## src/rtl/simple_cpu_pkg.sv

```systemverilog
// -----------------------------------------------------------------------------
// simple_cpu_pkg
//   Shared definitions for the simple_cpu slice: the data width, opcode
//   constants, the control FSM state type and a small operand helper.
//
//   Optional feature macro: SIMPLE_CPU_LOGIC_OPS_EN
//     When defined, opcodes 0x3-0x7 (AND/OR/XOR/SHL/SHR) are implemented by
//     simple_cpu_alu. When undefined they behave as NOP and no logic or shift
//     datapath is built.
// -----------------------------------------------------------------------------
package simple_cpu_pkg;

  localparam int DATA_W = 8;
  localparam int OP_W   = 4;
  localparam int IMM_W  = 4;

  // Opcode map. 0x8-0xF are NOP; 0x3-0x7 are NOP unless the logic ops
  // feature is compiled in.
  localparam logic [OP_W-1:0] OP_ADD = 4'h0;
  localparam logic [OP_W-1:0] OP_SUB = 4'h1;
  localparam logic [OP_W-1:0] OP_LDI = 4'h2;
  localparam logic [OP_W-1:0] OP_AND = 4'h3;
  localparam logic [OP_W-1:0] OP_OR  = 4'h4;
  localparam logic [OP_W-1:0] OP_XOR = 4'h5;
  localparam logic [OP_W-1:0] OP_SHL = 4'h6;
  localparam logic [OP_W-1:0] OP_SHR = 4'h7;

  // Control sequence: one clock per state, unconditional rotation.
  typedef enum logic [1:0] {
    FETCH   = 2'd0,
    DECODE  = 2'd1,
    EXECUTE = 2'd2
  } state_t;

  // Immediate operand is always treated as unsigned.
  function automatic logic [DATA_W-1:0] zext_imm(input logic [IMM_W-1:0] imm);
    return {{(DATA_W-IMM_W){1'b0}}, imm};
  endfunction

endpackage : simple_cpu_pkg

```

## src/rtl/simple_cpu_alu.sv

```systemverilog
// -----------------------------------------------------------------------------
// simple_cpu_alu
//   Purely combinational next-accumulator function. Arithmetic wraps modulo
//   2^DATA_W; carry and borrow are discarded. Unknown or disabled opcodes
//   return the accumulator unchanged.
//
//   Ports
//     opcode   in   4  operation select
//     acc      in   8  current accumulator value
//     imm8     in   8  zero-extended immediate operand
//     acc_next out  8  value the accumulator takes if this operation commits
//
//   Optional feature macro: SIMPLE_CPU_LOGIC_OPS_EN (AND/OR/XOR/SHL/SHR).
// -----------------------------------------------------------------------------
module simple_cpu_alu
  import simple_cpu_pkg::*;
(
  input  logic [OP_W-1:0]   opcode,
  input  logic [DATA_W-1:0] acc,
  input  logic [DATA_W-1:0] imm8,
  output logic [DATA_W-1:0] acc_next
);

  always_comb begin
    // NOTE: assigning a default before the case means every path drives
    // acc_next, so no latch is inferred for opcodes that fall through.
    acc_next = acc;
    case (opcode)
      OP_ADD: acc_next = acc + imm8;
      OP_SUB: acc_next = acc - imm8;
      OP_LDI: acc_next = imm8;
`ifdef SIMPLE_CPU_LOGIC_OPS_EN
      OP_AND: acc_next = acc & imm8;
      OP_OR:  acc_next = acc | imm8;
      OP_XOR: acc_next = acc ^ imm8;
      // Shift amount uses only the low three bits of the immediate;
      // both shifts fill with zeros.
      OP_SHL: acc_next = acc << imm8[2:0];
      OP_SHR: acc_next = acc >> imm8[2:0];
`endif
      default: acc_next = acc;
    endcase
  end

endmodule : simple_cpu_alu

```

## src/rtl/simple_cpu.sv

```systemverilog
// -----------------------------------------------------------------------------
// simple_cpu
//   Minimal accumulator machine. A three-state control FSM rotates
//   FETCH -> DECODE -> EXECUTE -> FETCH, one clock per state:
//     FETCH   : instruction register captures the instruction input
//     DECODE  : opcode and immediate are split out of IR and held
//     EXECUTE : acc takes the ALU result on the edge leaving this state
//   So acc changes on exactly one edge in every three.
//
//   Ports
//     clk         in   1  rising-edge clock
//     reset       in   1  synchronous, active-low reset
//     instruction in   8  [7:4] opcode, [3:0] immediate; sampled in FETCH only
//     acc         out  8  accumulator, driven straight from its register
//
//   Optional feature macro: SIMPLE_CPU_LOGIC_OPS_EN (see simple_cpu_alu).
// -----------------------------------------------------------------------------
module simple_cpu
  import simple_cpu_pkg::*;
(
  input  logic              clk,
  input  logic              reset,
  input  logic [DATA_W-1:0] instruction,
  output logic [DATA_W-1:0] acc
);

  state_t              state;
  logic [DATA_W-1:0]   ir;
  logic [OP_W-1:0]     opcode_q;
  logic [IMM_W-1:0]    imm_q;
  logic [DATA_W-1:0]   acc_next;

  simple_cpu_alu u_alu (
    .opcode   (opcode_q),
    .acc      (acc),
    .imm8     (zext_imm(imm_q)),
    .acc_next (acc_next)
  );

  always_ff @(posedge clk) begin
    if (!reset) begin
      // Reset wins in every state, so an instruction caught in EXECUTE is
      // abandoned without committing its result.
      state    <= FETCH;
      ir       <= '0;
      opcode_q <= '0;
      imm_q    <= '0;
      acc      <= '0;
    end else begin
      // NOTE: all state here uses non-blocking assignment so every register
      // samples pre-edge values and the update order inside the block is
      // irrelevant.
      case (state)
        FETCH: begin
          ir    <= instruction;
          state <= DECODE;
        end
        DECODE: begin
          opcode_q <= ir[DATA_W-1:DATA_W-OP_W];
          imm_q    <= ir[IMM_W-1:0];
          state    <= EXECUTE;
        end
        EXECUTE: begin
          acc   <= acc_next;
          state <= FETCH;
        end
        default: state <= FETCH;
      endcase
    end
  end

endmodule : simple_cpu

```

## config.mk

```make
export PLATFORM = sky130hd
export DESIGN_NAME = simple_cpu
export DESIGN_NICKNAME = d
export VERILOG_FILES = /design/src/rtl/simple_cpu_pkg.sv /design/src/rtl/simple_cpu_alu.sv /design/src/rtl/simple_cpu.sv
export SDC_FILE = /design/constraint.sdc
export NUM_CORES = 1
export LEC_CHECK = 0
export BUFFER_PORTS_ARGS = -buffer_cell sky130_fd_sc_hd__buf_4
export CAP_MARGIN = 40
export CORE_MARGIN = 8
export CORE_UTILIZATION = 30
export CTS_CLUSTER_SIZE = 10
export DETAILED_ROUTE_END_ITERATION = 10
export GPL_TIMING_DRIVEN = 0
export HOLD_SLACK_MARGIN = 0.03
export PLACE_DENSITY = 0.45
export RECOVER_POWER = 25
export SLEW_MARGIN = 5
export SYNTH_ARGS = -nofsm -noshare
export SYNTH_HDL_FRONTEND = slang
export SYNTH_HIERARCHICAL = 1
export SYNTH_SLANG_ARGS = --single-unit
```

## constraint.sdc

```tcl
create_clock -name clk -period 4.7 [get_ports clk]
set_clock_uncertainty 0.2 [all_clocks]
set_input_delay 0.705 -clock clk [delete_from_list [all_inputs] [get_ports clk]]
set_output_delay 0.705 -clock clk [all_outputs]
set_load 0.02 [all_outputs]
```

==> summary.txt, run 1 <==
Worst setup path
  – CP Class: flip-flop to flip-flop
  – CP peak stage delay: 0.46 ns
  – CP Cell Sequence: nor3_2, and2_1, buf_6, mux2_2, inv_1, ha_1, nor2b_4, o2111ai_1, a31oi_4, xor2_2, and4b_1, or4_1, nand2_1, mux2i_1
  – Worst Setup End Kind: flip-flop
  – CP arrival: 3.46 ns
  – R2r worst-path depth: 14
  – Worst Path Max Fanout: 7
  – Required time of the worst setup path: 4.66 ns
  – Crit path launch type: flip-flop
  – Slowest-stage cell, CP: or4_1

Clock tree
  – CTS Buf Count: 3
  – # clock sinks: 26
  – Clock slew at reported path FFs: 0.09 ns
  – Worst-Skew Late Latency: 0.27 ns
  – # Post-CTS Setup Buffers: 0
  – CTS Hold Buffers Added: 0
  – Post-cts gate resize count: 0
  – # H-tree levels: 1
  – Clk root buf: clkbuf_8
  – CTS tree: built
  – Longest Clk Path Bufs: 2

Logic synthesis
  – Post-Syn Area: 0.00165 mm^2
  – Synth Flop Type: dfxtp_1
  – Warnings from Yosys: 6
  – Synth async-reset ratio: 0
  – Post-synth cell types: 39
  – Syn_area_per_cell: 8.77 um^2
  – Synth Register Bits: 26
  – Mapped Cells: 188
  – Seq/Total Area, Yosys: 0.316
  – Number of synthesized flops with an enable pin: 0

Finish
  – Most frequent cells in the layout: nand2_1 (44), dfxtp_1 (26), mux2i_1 (24), buf_4 (16), conb_1 (16)
  – Nets: 243
  – Fin util: 0.367
  – Most common cell after layout, fill and taps aside: nand2_1
  – Diodes inserted: 0
  – P&R area growth vs syn: 20.3%
  – Share of post-route cells with drive strength above 1: 0.157

Global route
  – GRT Total Usage: 0.0962
  – Vias in the first global route: 1327
  – Global Route met1 Usage: 0.109
  – M3 GR Usage: 0.0249
  – Antenna violations before repair: 0
  – Gr busiest metal: met2
  – First-pass GRT wire length: 6430 um
  – Total global routing overflow: 0
  – Met2 Track Usage GR: 0.175
  – Pin count of the biggest net entering global routing: 16

Route
  – Via Count: 1324
  – Total wire length: 3710 um
  – DRC Markers: 0
  – Wire length per cell: 12.6 um
  – Routed Antenna Nets: 0
  – Vias per cell: 4.49
  – DR pass1 iterations: 4
  – Initial drt markers: 25

Floorplanning
  – Initial Util: 0.305
  – Die area: 0.00813 mm^2
  – Die Wd: 90.1 um
  – Die height: 90.1 um
  – Site Rows: 27
  – I/O pins: 18
  – Core box area: 0.00541 mm^2

Timing
  – Setup TNS: 0 ns
  – Final worst slack: 1.20 ns
  – Tmin final: 3.50 ns
  – Maximum clock rate: 0.286 GHz
  – Worst slew margin: 0.575
  – Final setup viols: 0
  – Worst Tran Pin Value: 0.636 ns
  – RSZ-0062 raised after global routing: no
  – Final period util: 0.744
  – Count of final max-slew check failures: 0
  – Endpoints failing hold: 0

Run
  – Max-cap violations: 0

Pwr
  – Worst VDD drop: 0.171 mV
  – PD cells: 314 mW/mm^2
  – Leakage: 0.000859 uW

Place
  – Buffers on Ports: 16
  – GPL Wtd Cong: 0.748
  – Worst slack at placement: 1.23 ns
  – Detailed placer's ending HPWL: 2810 um

Min path
  – Worst hold stages: 2
  – HP Class: flip-flop to flip-flop

Run status
  – Status: complete, no violations
through the flow:
| step | hold WS, ns | instances | cell area (um^2) | power (uW) |
|---|---|---|---|---|
| after floorplan | 0.242 | 203 | 1710 | 401 |
| after global placement | 0.256 | 291 | 1920 | 445 |
| after CTS | 0.276 | 295 | 1990 | 636 |
| final | 0.270 | 295 | 1980 | 623 |
| after detailed placement | 0.260 | 291 | 1920 | 444 |
| after global routing | 0.288 | 295 | 1980 | 666 |
cell type report:
cell class	instances	area (um^2)
flip-flops and latches	26	520
inverters	7	26.3
clock inverters	1	30.0
multi-input cells	161	1110
clock buffers	3	41.3
well taps	72	90.1
repair buffers	16	120
fillers	584	3420
plain buffers	9	45.0
critical path: cells and delay by family (launching register included):
family,cells,cell delay [ns]
and+or+nand+nor,6,1.32
AOI/OAI and AO/OA,2,0.46
muxes,2,0.43
DFF,1,0.36
xor gates and xnor gates,1,0.22
adders and majority gates,1,0.21
buffers and inverters,2,0.19
final timing paths:
| check | startpoint | end | slack (ns) |
|---|---|---|---|
| worst max register to register | opcode_q[1] | acc[7] | 1.20 |
| worst min register to register | ir[1] | ir[1] | 0.27 |
| worst min-delay path | ir[1] | ir[1] | 0.27 |
| worst max-delay path | opcode_q[1] | acc[7] | 1.20 |
routing by layer:
metal,share of wire,vias up
li1,-,706
met1,0.47,594
met5,0,-
met4,0.0084,0
met2,0.49,20
met3,0.033,4
power by group:
part,internal [uW],switching (uW)
Clock,114,73.2
Sequential,235,12.4
Combinational,87.7,102
registers in the layout, summed over array words and instances (netlist names):
register and cells:
acc 8, imm_q 4, ir 8, opcode_q 4, state 2
logic make-up after synthesis:
| logic type | count (synthesis) | synth area share |
|---|---|---|
| flops | 26 | 0.316 |
| buf+inv | 16 | 0.0455 |
| other cells | 1 | 0.00227 |
| compound gates | 25 | 0.123 |
| xor+xnor | 8 | 0.0470 |
| fa+ha+maj | 9 | 0.0728 |
| simple gates | 78 | 0.241 |
| mux | 25 | 0.153 |
synth_stat cells (all sizes together) (2+ instances only):
cell type	n	share of area
inv	7	0.016
xor2	2	0.015
xnor2	6	0.032
nor4b	2	0.029
nor2	14	0.035
nor3	6	0.021
and4b	2	0.012
a22oi	5	0.023
a31oi	2	0.017
o21a	3	0.014
clkbuf	2	0.0046
o21ai	5	0.015
nand2b	2	0.0076
mux2i	24	0.15
nand2	44	0.10
dfxtp	26	0.32
o31ai	2	0.0091
a21oi	2	0.013
ha	8	0.061
buf	7	0.025
nor2b	4	0.020
a221o	3	0.018
No activity file was read; power rests on OpenSTA's default activity.
==> run 2: changes to the inputs <==
Settings changed: PLACE_DENSITY 0.45 to 0.47.
Clock period 4.7 ns to 3 ns, I/O delays scaled along.
==> run 2 against run 1 <==
- the run now ends with negative setup slack left
- fmax grew 10%
- core utilization increased by 1.4 points
- cell count is 1.0% higher
- setup slack got worse by 1.4 ns
- global-route usage down 0.77 points
- power grew 61%
- largest cell class unchanged
- sequential share of layout area fell by 0.47 points
- die area unchanged
- final area grew 3.8%
- non-clock buffer count grew 3
- highest routed layer unchanged
==> summary.txt, run 2 (synthesized netlist as in run 1, its figures left out) <==
Finish
  – Fin cells: 298
  – Diodes inserted: 0
  – Multi-input logic area: 0.00115 mm^2
  – Nets: 246
  – Most common cell after layout, fill and taps aside: nand2_1
  – Share of post-route cells with drive strength above 1: 0.212
  – Design area: 0.00206 mm^2
  – Sequential cell area: 531 um^2
  – Registers with the most flip-flops: acc: 8 flops, ir: 8 flops
  – P&R area growth vs syn: 24.8%
  – Filler cell count: 578
  – Most frequent cells in the layout: nand2_1 (44), mux2i_1 (24), dfxtp_1 (22), buf_4 (20), conb_1 (16)

Floorplanning
  – Initial Util: 0.305
  – I/O pins: 18
  – Die Wd: 90.1 um
  – Site Rows: 27
  – Die height: 90.1 um
  – Core box area: 0.00541 mm^2
  – Die area: 0.00813 mm^2

Worst setup path
  – Worst Path Max Fanout: 7
  – CP Class: flip-flop to flip-flop
  – Worst Setup End Kind: flip-flop
  – Crit path launch type: flip-flop
  – CP arrival: 3.13 ns
  – Required time of the worst setup path: 2.96 ns

Timing
  – Count of final max-slew check failures: 0
  – RSZ-0062 raised after global routing: yes
  – Final worst slack: -0.173 ns
  – Tmin final: 3.17 ns
  – Final period util: 1.06
  – Endpoints failing hold: 0
  – Maximum clock rate: 0.315 GHz
  – Final setup viols: 1
  – Worst slew margin: 0.582
  – Setup TNS: -0.173 ns
  – Worst Tran Pin Value: 0.628 ns

Route
  – Total wire length: 3580 um
  – DRC Markers: 0
  – Wire length per cell: 12.0 um
  – DR pass1 iterations: 4
  – Vias per cell: 4.45
  – Via Count: 1327
  – Initial drt markers: 68
  – Routed Antenna Nets: 0

Run status
  – Failing checks: negative setup slack
  – Status: finished with violations

Place
  – Buffers on Ports: 16
  – Worst slack at placement: -0.320 ns
  – Post-DP Area: 0.00193 mm^2
  – GPL Wtd Cong: 0.706
  – Detailed placer's ending HPWL: 2720 um
  – Dpl cells: 291

Clock tree
  – # clock sinks: 26
  – CTS Buf Count: 3
  – Clk root buf: clkbuf_8
  – # H-tree levels: 1
  – Clock slew at reported path FFs: 0.09 ns
  – Worst-Skew Late Latency: 0.27 ns
  – CTS Hold Buffers Added: 0
  – CTS tree: built
  – Longest Clk Path Bufs: 2

Global route
  – GRT Total Usage: 0.0885
  – Antenna violations before repair: 0
  – Pin count of the biggest net entering global routing: 16
  – Total global routing overflow: 0
  – First-pass GRT wire length: 6020 um
  – Vias in the first global route: 1257

Pwr
  – PD cells: 487 mW/mm^2
  – Worst VDD drop: 0.190 mV
  – Leakage: 0.000892 uW

Min path
  – HP Class: input pin to flip-flop

Run
  – Max-cap violations: 0
run 2: what timing repair did:
item / CTS / global route
gates resized for setup: 6 / 4
pin swaps: 2 / 6
cloned: 0 / 0
endpoints found under the setup margin: 2 / 2
setup buffers: 3 / 1
run 2: final timing paths:
| path | start | end | slack [ns] | cells after the start |
|---|---|---|---|---|
| max reg2reg | opcode_q[1] | acc[7] | -0.17 | 13 |
| min | instruction[4] | ir[4] | 0.22 | 3 |
| max | opcode_q[1] | acc[7] | -0.17 | 13 |
| min reg2reg | ir[6] | opcode_q[2] | 0.26 | 2 |
run 2: final cells by class:
cell class | instances | area share
well taps | 72 | 0.0438
multi-input cells | 161 | 0.561
clock inverters | 1 | 0.0146
clock buffers | 3 | 0.0201
repair buffers | 20 | 0.0729
flip-flops and latches | 26 | 0.258
plain buffers | 8 | 0.0170
inverters | 7 | 0.0128
run 2: critical path: stages (launching register included):
cell	delay [ns]
dfxtp_4	0.37
nor3_4	0.19
and2_4	0.22
mux2_4	0.33
inv_2	0.07
ha_4	0.18
nor2b_4	0.13
o2111ai_4	0.23
a31oi_4	0.13
xor2_2	0.22
and4b_1	0.19
or4_1	0.46
nand2_1	0.08
mux2i_1	0.06
run 2: stage by stage:
stage | util | hold slack (ns) | total power [uW]
after detailed placement | 0.357 | 0.258 | 701
after global routing | 0.381 | 0.214 | 1060
after floorplan | - | 0.235 | 633
final | 0.381 | 0.223 | 1000
after global placement | 0.357 | 0.251 | 702
after CTS | 0.380 | 0.213 | 1010
run 2: routing by layer:
| metal | track usage | routed length (um) | up-vias |
|---|---|---|---|
| met5 | 0 | 0 | - |
| met4 | 0.0166 | 17 | 0 |
| met3 | 0.0233 | 131 | 2 |
| met2 | 0.150 | 1640 | 17 |
| met1 | 0.110 | 1790 | 603 |
| li1 | - | - | 705 |
run 2: where the power goes:
part / internal, uW / switching [uW]
Sequential: 367 / 19.9
Combinational: 157 / 169
Clock: 178 / 112
Total: 702 / 300
==> run 3: changes to the inputs <==
Settings changed: BUFFER_PORTS_ARGS -buffer_cell sky130_fd_sc_hd__buf_4 to -buffer_cell sky130_fd_sc_hd__buf_2.
==> run 3 against run 2 <==
- the run still ends with negative setup slack left
- sequential share of layout area is 0.13 points higher
- cell count is 1.0% higher
- clock power is 1% higher
- critical path type unchanged
- critical endpoint unchanged
- largest cell class unchanged
- highest routed layer unchanged
==> summary.txt, run 3 (synthesized netlist as in run 1, its figures left out) <==
Run status
  – Status: finished with violations
  – Failing checks: negative setup slack

Pwr
  – Post-layout power: 1010 uW
  – Worst VDD drop: 0.284 mV
  – PD cells: 494 mW/mm^2
  – Leakage: 0.000901 uW

Route
  – DRC Markers: 0
  – Via Count: 1319
  – Wire length per cell: 12.2 um
  – DR pass1 iterations: 4
  – Routed Antenna Nets: 0
  – Vias per cell: 4.38
  – Initial drt markers: 55
  – Total wire length: 3690 um

Finish
  – Most common cell after layout, fill and taps aside: nand2_1
  – P&R area growth vs syn: 23.6%
  – Diodes inserted: 0
  – Filler cell count: 593
  – Most frequent cells in the layout: nand2_1 (44), mux2i_1 (24), dfxtp_1 (22), buf_2 (20), conb_1 (16)
  – Registers with the most flip-flops: acc: 8 flops, ir: 8 flops
  – Sequential cell area: 528 um^2
  – Share of post-route cells with drive strength above 1: 0.223
  – Nets: 249
  – Multi-input logic area: 0.00115 mm^2

Timing
  – Tmin final: 3.11 ns
  – Setup TNS: -0.110 ns
  – Final period util: 1.04
  – Maximum clock rate: 0.322 GHz
  – Endpoints failing hold: 0
  – Worst slew margin: 0.587
  – Count of final max-slew check failures: 0
  – Final setup viols: 1
  – Final worst slack: -0.110 ns
  – Worst Tran Pin Value: 0.620 ns
  – RSZ-0062 raised after global routing: yes

Min path
  – Hold Startpoint: instruction[5]
  – Worst hold stages: 3
  – HP Class: input pin to flip-flop
  – WHS Endpoint: ir[5]

Clock tree
  – CTS Buf Count: 3
  – Clock slew at reported path FFs: 0.09 ns
  – Clk root buf: clkbuf_8
  – Worst-Skew Late Latency: 0.28 ns
  – Longest Clk Path Bufs: 2
  – # H-tree levels: 1
  – CTS tree: built
  – CTS Hold Buffers Added: 0
  – # clock sinks: 26

Worst setup path
  – R2r worst-path depth: 13
  – Required time of the worst setup path: 2.96 ns
  – R2r setup slk: -0.11 ns
  – CP arrival: 3.07 ns
  – Worst Path Max Fanout: 6
  – CP Class: flip-flop to flip-flop
  – Worst Setup End Kind: flip-flop
  – Reg2Reg Capture Point: acc[7]
  – Crit path launch type: flip-flop
  – Reg-to-Reg Start: opcode_q[2]

Global route
  – Total global routing overflow: 0
  – Pin count of the biggest net entering global routing: 16
  – Antenna violations before repair: 0
  – First-pass GRT wire length: 6310 um
  – Vias in the first global route: 1286
  – GRT Total Usage: 0.0942

Floorplanning
  – Die Wd: 90.1 um
  – Die height: 90.1 um
  – Site Rows: 27
  – I/O pins: 18
  – Initial Util: 0.305
  – Die area: 0.00813 mm^2
  – Core box area: 0.00541 mm^2

Place
  – GPL Wtd Cong: 0.719
  – Detailed placer's ending HPWL: 2760 um
  – Buffers on Ports: 16

Run
  – Max-cap violations: 0
[run 3: layer usage]
metal	track usage	vias up	share of wire	wire (um)
met5	0	-	0	0
met4	0.0319	0	0.015	56
met3	0.0258	6	0.040	147
met2	0.159	22	0.46	1690
met1	0.112	578	0.49	1800
li1	-	713	-	-
[run 3: layout make-up]
class | count | share of cell area
timing repair buffer | 23 | 0.0651
multi-input combinational | 161 | 0.567
buffer | 8 | 0.0172
tap | 72 | 0.0442
clock buffer | 3 | 0.0203
sequential | 26 | 0.259
clock inverter | 1 | 0.0147
inverter | 7 | 0.0129
[run 3: worst max-delay path by stage]
stage	from	to	slack [ns]	cells after the start
after global routing	opcode_q[2]	acc[7]	-0.24	13
after floorplan	opcode_q[1]	acc[7]	-0.11	14
after detailed placement	opcode_q[1]	acc[7]	-0.36	14
final	opcode_q[2]	acc[7]	-0.11	13
after CTS	opcode_q[2]	acc[7]	-0.14	13
after global placement	opcode_q[1]	acc[7]	-0.37	14
[run 3: where the power goes]
part | internal [uW] | leakage [uW] | switching [uW]
combinational | 155 | 0.000650 | 171
clock | 179 | 0.0000357 | 115
sequential | 367 | 0.000215 | 19.5
[run 3: stage by stage]
step	cells	worst slack, ns	hold slack (ns)	util	instance area [um^2]
floorplan	203	-0.105	0.235	-	1720
global placement	291	-0.373	0.251	0.349	1890
CTS	300	-0.145	0.195	0.376	2030
global route	301	-0.243	0.201	0.377	2040
finish	301	-0.110	0.200	0.377	2040
detailed placement	291	-0.357	0.264	0.349	1890
[run 3: critical path, stage by stage, from the launching register on]
cell	delay [ns]
dfxtp_4	0.36
nor3_4	0.18
and2_4	0.22
mux2_4	0.32
inv_2	0.07
ha_4	0.18
nor2b_4	0.13
o2111ai_4	0.23
a31oi_4	0.12
xor2_2	0.18
and4b_1	0.19
or4_1	0.47
nand2_1	0.08
mux2i_1	0.06
[run 3: what timing repair did]
item | in CTS | in global routing
setup buffers | 6 | 1
pin swaps | 6 | 5
endpoints found under the setup margin | 2 | 2
gates resized for setup | 9 | 1
